[src/rtl/sram_port_arbiter.sv]
// sram_port_arbiter
// Shares one SRAM controller port between the MEM-stage data requester (D,
// read/write) and the instruction-fetch requester (I, read-only). A grant is
// held until the downstream completion pulse or until the owner drops its
// request. One idle turnaround cycle always separates two grants.
//
// Build option: define ARB_ROUND_ROBIN_EN to replace fixed D priority plus the
// STARVE_LIMIT guard with a last-grant round-robin tie break.
module sram_port_arbiter #(
    parameter int ADDR_W       = 32,
    parameter int DATA_W       = 32,
    parameter int STARVE_LIMIT = 4
) (
    input  logic              clk,
    input  logic              rst,
    // data (MEM-stage) requester
    input  logic              d_rd_en,
    input  logic              d_wr_en,
    input  logic [ADDR_W-1:0] d_address,
    input  logic [DATA_W-1:0] d_wdata,
    output logic [DATA_W-1:0] d_rdata,
    output logic              d_ready,
    // instruction-fetch requester
    input  logic              i_rd_en,
    input  logic [ADDR_W-1:0] i_address,
    output logic [DATA_W-1:0] i_rdata,
    output logic              i_ready,
    // downstream SRAM controller port
    output logic              mem_rd_en,
    output logic              mem_wr_en,
    output logic [ADDR_W-1:0] mem_address,
    output logic [DATA_W-1:0] mem_wdata,
    input  logic [DATA_W-1:0] mem_rdata,
    input  logic              mem_ready
);

    typedef enum logic [1:0] {
        IDLE  = 2'd0,
        GNT_D = 2'd1,
        GNT_I = 2'd2
    } state_t;

    state_t state_q;
    state_t state_d;

    logic d_req;
    logic i_req;
    logic i_wins;

    // A simultaneous read+write from D is treated as a write.
    assign d_req = d_rd_en | d_wr_en;
    assign i_req = i_rd_en;

`ifdef ARB_ROUND_ROBIN_EN
    // last_i_q = 1 means I received the most recent grant; resets to 1 so D
    // wins the first tie.
    logic last_i_q;
    logic last_i_d;

    assign i_wins = !d_req || !last_i_q;

    // Round-robin history register
    always_ff @(posedge clk or posedge rst) begin
        if (rst) begin
            last_i_q <= 1'b1;
        end else begin
            last_i_q <= last_i_d;
        end
    end

    // Remember which requester won the latest IDLE arbitration
    always_comb begin
        last_i_d = last_i_q;
        if (state_q == IDLE && state_d == GNT_I) begin
            last_i_d = 1'b1;
        end else if (state_q == IDLE && state_d == GNT_D) begin
            last_i_d = 1'b0;
        end
    end
`else
    localparam logic [3:0] STARVE_MAX = 4'(STARVE_LIMIT);

    // Number of consecutive D grants taken while I was waiting.
    logic [3:0] starve_cnt_q;
    logic [3:0] starve_cnt_d;

    assign i_wins = !d_req || (starve_cnt_q == STARVE_MAX);

    // Starvation counter register
    always_ff @(posedge clk or posedge rst) begin
        if (rst) begin
            starve_cnt_q <= 4'd0;
        end else begin
            starve_cnt_q <= starve_cnt_d;
        end
    end

    // Count D wins over a waiting I (saturating); an I grant clears it
    always_comb begin
        starve_cnt_d = starve_cnt_q;
        if (state_q == IDLE && state_d == GNT_I) begin
            starve_cnt_d = 4'd0;
        end else if (state_q == IDLE && state_d == GNT_D && i_req
                     && starve_cnt_q != STARVE_MAX) begin
            starve_cnt_d = starve_cnt_q + 4'd1;
        end
    end
`endif

    // State register
    always_ff @(posedge clk or posedge rst) begin
        if (rst) begin
            state_q <= IDLE;
        end else begin
            state_q <= state_d;
        end
    end

    // Next-state: arbitrate in IDLE, hold the grant until completion or abort
    always_comb begin
        state_d = state_q;
        case (state_q)
            IDLE: begin
                if (i_req && i_wins) begin
                    state_d = GNT_I;
                end else if (d_req) begin
                    state_d = GNT_D;
                end
            end
            GNT_D: begin
                if (!d_req || mem_ready) begin
                    state_d = IDLE;
                end
            end
            GNT_I: begin
                if (!i_req || mem_ready) begin
                    state_d = IDLE;
                end
            end
            default: state_d = IDLE;
        endcase
    end

    // Downstream port: steer the owner's signals, quiet when nobody owns it
    always_comb begin
        mem_rd_en   = 1'b0;
        mem_wr_en   = 1'b0;
        mem_address = '0;
        mem_wdata   = '0;
        case (state_q)
            GNT_D: begin
                mem_rd_en   = d_rd_en & ~d_wr_en;
                mem_wr_en   = d_wr_en;
                mem_address = d_address;
                mem_wdata   = d_wdata;
            end
            GNT_I: begin
                mem_rd_en   = 1'b1;
                mem_address = i_address;
            end
            default: begin
                mem_rd_en = 1'b0;
            end
        endcase
    end

    // Ready is high when idle-handed or at the owner's completion cycle;
    // mem_ready is only honoured while the matching grant is active.
    assign d_ready = !d_req || (state_q == GNT_D && mem_ready);
    assign i_ready = !i_req || (state_q == GNT_I && mem_ready);

    assign d_rdata = mem_rdata;
    assign i_rdata = mem_rdata;

endmodule

[config.mk]
export PLATFORM = sky130hd
export DESIGN_NAME = sram_port_arbiter
export DESIGN_NICKNAME = d
export VERILOG_FILES = /design/src/rtl/sram_port_arbiter.sv
export SDC_FILE = /design/constraint.sdc
export NUM_CORES = 1
export LEC_CHECK = 0
export BUFFER_PORTS_ARGS = -buffer_cell sky130_fd_sc_hd__buf_2
export CAP_MARGIN = 20
export CORE_AREA = 3 3 101 103
export DETAILED_ROUTE_END_ITERATION = 12
export DIE_AREA = 0 0 104 106
export PLACE_DENSITY = 0.59
export SETUP_SLACK_MARGIN = 0.15
export SLEW_MARGIN = 20
export SYNTH_ARGS = -nofsm -noshare
export SYNTH_HDL_FRONTEND = slang
export SYNTH_SLANG_ARGS = --single-unit
[constraint.sdc]
create_clock -name clk -period 3.22 [get_ports clk]
set_clock_uncertainty 0.2 [all_clocks]
set_input_delay 0 -clock clk [delete_from_list [all_inputs] [get_ports clk]]
set_output_delay 0 -clock clk [all_outputs]
set_load 0.03 [all_outputs]
# Word level (Yosys, flattened, before mapping)

Cells that the tools add are included.

$add $sub $neg: 1
Equal/unequal tests: 6
Multiplexer cells: 11
Bitwise logic cells: 3
Reduce and logical (&&, ||, !) cells: 16

Operator list:

| cell                                                                    | number |
|---|---|
| 32-bit one-hot mux with 2 select lines                                  | 1 |
| 32-bit 2-to-1 mux                                                       | 1 |
| 2-bit 2-to-1 mux                                                        | 4 |
| 4-bit 2-to-1 mux                                                        | 2 |
| 1-bit logical AND                                                       | 7 |
| 2-bit one-hot mux with 3 select lines                                   | 1 |
| 1-bit logical OR                                                        | 5 |
| 4-bit by 1-bit adder with 4-bit output, second input constant           | 1 |
| 2-bit by 1-bit == test with 1-bit output, second input constant         | 2 |
| 2-bit == test, second input constant                                    | 2 |
| 4-bit by 3-bit == test with 1-bit output, second input constant         | 1 |
| 4-bit by 3-bit inequality test with 1-bit output, second input constant | 1 |
| 1-bit logical NOT                                                       | 2 |
| 2-bit logical NOT                                                       | 1 |
| 1-bit one-hot mux with 2 select lines                                   | 1 |
| 2-bit nonzero test                                                      | 1 |
| 1-bit bitwise AND                                                       | 1 |
| 1-bit 2-to-1 mux                                                        | 1 |
| 1-bit inverter                                                          | 1 |
| 1-bit bitwise OR                                                        | 1 |

Flip-flop bits (word level): 6
Input bits: 134
Logic and storage cells: 39

# Logic depth before layout (Yosys ltp)

Depth in word-level cells: 12
Mapped depth: 8
Depth with buffers taken out: 7

# Least setup slack after synthesis

No wires, ideal clock.

Path kind: register to register
Start point: reg state_q[1]
End point: reg starve_cnt_q[0]
Setup time: 0.125 ns
Arrival: 1.891 ns
Required time: 2.895 ns
Slack: 1.004 ns
Cell stages (with the launch flop): 8
Buffers on the path: 0
Cells stage by stage: dfrtp_1 > inv_1 > ha_1 > o21ai_2 > a21o_2 > o221ai_4 > mux2_4 > mux2_2

Word-level cells in the longest chain between the ends: 8
Elaborated cells between the ends (all ways): 16

RTL lines:

| item                                     | RTL line | source |
|---|---|---|
| start, declared                          | 43       | `state_t state_q;` |
| start signal, assigned                   | 115      | `state_q <= state_d;` |
| 2-bit 2-to-1 mux                         | 126      | `end else if (d_req) begin` |
| 2-bit 2-to-1 mux                         | 124      | `if (i_req && i_wins) begin` |
| 2-bit one-hot mux with 3 select lines    | 122      | `case (state_q)` |
| 2-bit by 1-bit == test with 1-bit output | 103      | `end else if (state_q == IDLE && state_d == GNT_D && i_req` |
| 1-bit logical AND (2 in series)          | 103      |  |
| 1-bit logical AND                        | 104      | `&& starve_cnt_q != STARVE_MAX) begin` |
| 2-bit nonzero test (no source line)      | --       |  |
| end signal, assigned                     | 94       | `starve_cnt_q <= starve_cnt_d;` |
| end, declared                            | 84       | `logic [3:0] starve_cnt_q;` |

Several ways; a longest one is shown, not always the timed one.
A chain may end at the register's enable or synchronous reset.

# Worst setup path after layout

Start point: reg state_q[0]
End point: reg starve_cnt_q[0]

The elaborated chain is that of the path after synthesis.

==> results.json <==
{
  "track_usage_pct": 11.6,
  "r2r_end": "starve_cnt_q[0]",
  "grt_pass1_vias": 2021,
  "leakage_nw": 1.38,
  "start_util_pct": 18.9,
  "rsz0062_at_grt": "false",
  "cts_buffer_depth": 2,
  "grt_max_degree": 68,
  "cp_slowest_stage_delay_ps": 420,
  "cp.depth": 8,
  "critPathTopFamily": "multiplexers",
  "coreArea_sq_um": 9280,
  "antenna_cells": 0,
  "clock-root-buffer": "clkbuf_8",
  "port_buffers": 169,
  "max_freq_mhz": 415,
  "crit_fanout": 15,
  "hold_ws_ps": 41.7,
  "syn2layout_area_growth_pct": 49.4,
  "ant_nets": 0,
  "worst_pin_slew_ps": 857,
  "rows": 35,
  "crit_chain": "inv_1 -> ha_1 -> buf_4 -> nand2_1 -> a21o_2 -> o221ai_4 -> mux2_4 -> mux2_2",
  "grt_overflow": 0,
  "setup_viol": 0,
  "ys_seq_elements": 6,
  "reg2reg_depth": 8,
  "fin_crit_ps": 2410,
  "synthesis.nets": 378,
  "ios": 266,
  "gp_congestion": 0.747,
  "cts_resized": 0,
  "r2r-start": "state_q[0]",
  "vias": 2094,
  "synth_edf_count": 0,
  "period_share_pct": 74.8,
  "hpwlAfterDp_mm": 5.69,
  "cts_hold_buf": 33,
  "tritoncts": "yes",
  "yosysTopAreaCell": "buf_4",
  "yosysMostFrequentCell": "buf_4",
  "yosys.area.top_type_share_pct": 27.4,
  "critPathCapture": "starve_cnt_q[0]",
  "firstDrtPassIters": 4,
  "die_x_microns": 104,
  "synthFlopType": "dfrtp_1",
  "cp.buffers_inverters": 2,
  "die_h_microns": 106,
  "crit_slowest_cell": "dfrtp_1",
  "hold_path_class": "input port to asynchronous set/reset pin",
  "ys_types": 33,
  "grt_pass1_wl_mm": 10.7,
  "post_drt_wl_per_cell_microns": 14.6,
  "ir_drop_v": 0.000315,
  "cts_made_buffers": 3,
  "drive_gt1_share_pct": 50.7,
  "worstSkewPairLatency_ps": 220,
  "async_flop_share_pct": 100,
  "netlist_area_sq_um": 1750,
  "arrival_ps": 2310,
  "power_density_nw_per_um2": 808,
  "drv_slew": 0,
  "reg2reg_slack_ps": 810,
  "outcome": "finished clean",
  "drc_errors": 0,
  "worstPathRequired_ps": 3120,
  "nets": 509,
  "end_kind": "flip-flop",
  "drt_wl_total_mm": 7.26,
  "clock-sinks": 6,
  "synth_common_cells": "64 x buf_4, 34 x nor2b_1, 33 x and2_1",
  "setup_tns_ps": 0,
  "drt_iter0_drc": 101,
  "netlist_top_cells_area": "buf_4 27%, a22oi_1 14%, nor2b_1 12%",
  "cp-startpoint": "state_q[0]",
  "hold_viol": 0,
  "post_cts_buffers": 0,
  "ys_warn_count": 0,
  "cts.clk_slew.worst_paths_ps": 40,
  "grt_antenna_before_repair": 0,
  "postSynthCellCount": 238,
  "die_area_sq_um": 11000,
  "maxCapViolCount": 0,
  "ys_seq_area_share_pct": 8.58,
  "setup.worst_path.class": "flip-flop to flip-flop",
  "syn_area_per_cell_sq_um": 7.35,
  "relSlewSlack_pct": 42.9,
  "n_fill_cell": 1014,
  "via_per_inst": 4.22,
  "start_kind": "flip-flop",
  "htree_levels": 1
}
layout by cell type (no fill, tap or decap), types with 2 or more instances in the layout:
cell / synthesis / layout
nand3_1: 6 / 6
dfrtp_1: 6 / 6
o211ai_1: 2 / 2
o211ai_2: 2 / 2
inv_1: 7 / 7
clkbuf_8: 0 / 3
and2_1: 33 / 33
or4_1: 2 / 2
o21ai_0: 2 / 2
ha_1: 6 / 5
dlygate4sd3_1: 0 / 33
nor2_1: 6 / 6
a22oi_1: 32 / 32
buf_4: 64 / 3
nand2_1: 5 / 5
nor2b_1: 34 / 34
buf_2: 2 / 169
metrics by stage:
step                cell area [sq um]  cells  utilization (%)  worst slack [ps]  power [mW]
global route                     2620    496             28.2               681        2.27
finish                           2620    496             28.2               812        2.11
floorplan                        1750    238                -              1000        1.56
detailed placement               2240    460             24.2               809        1.89
CTS                              2620    496             28.2               807        2.14
global placement                 2240    460             24.2               854        1.84
power by group:
part | internal, mW | switching (mW)
logic | 0.618 | 1.24
registers | 0.107 | 0.0362
clock network | 0.0802 | 0.0311
area by class of cell:
| class | count | area, sq um | area share [%] |
|---|---|---|---|
| Clock buffer | 3 | 41.3 | 1.58 |
| Inverter | 7 | 26.3 | 1.00 |
| Sequential cell | 6 | 150 | 5.74 |
| Tap cell | 129 | 161 | 6.17 |
| Multi-Input combinational cell | 146 | 1040 | 39.7 |
| Timing Repair Buffer | 205 | 1200 | 45.8 |
kinds of logic (layout without fill, tap and decap cells):
kind of cell	count (synthesis)	in the layout	share of synthesized area [%]
mux	2	2	1.50
buf+inv	86	215	32.3
compound gates	48	48	22.4
simple gates	90	90	31.0
flops	6	6	8.58
fa+ha+maj	6	6	4.29
per-layer routing:
metal	global-route usage (%)	up-vias	part of all wire [%]
li1	-	999	-
met3	1.40	6	5.8
met5	0	-	0
met4	2.09	0	0.34
met1	12.9	979	36
met2	23.6	110	58
flip-flops by register name (all words and copies together) (netlist names):
signal        flops
starve_cnt_q      4
state_q           2
worst register-to-register path: stages (launching register included):
cell	delay [ps]
dfrtp_1	420
inv_1	160
ha_1	190
buf_4	210
nand2_1	70
a21o_2	220
o221ai_4	240
mux2_4	330
mux2_2	260
worst min-delay path by stage:
| stage | endpoint | slack (ps) | cells after the start |
|---|---|---|---|
| after floorplan | starve_cnt_q[0] | -410 | 1 |
| after global placement | starve_cnt_q[0] | -260 | 2 |
| final | starve_cnt_q[0] | 40 | 3 |
| after global routing | starve_cnt_q[1] | 70 | 3 |
| after detailed placement | starve_cnt_q[0] | -260 | 2 |
| after CTS | starve_cnt_q[0] | 50 | 3 |
(Power assumes the default switching activity.)
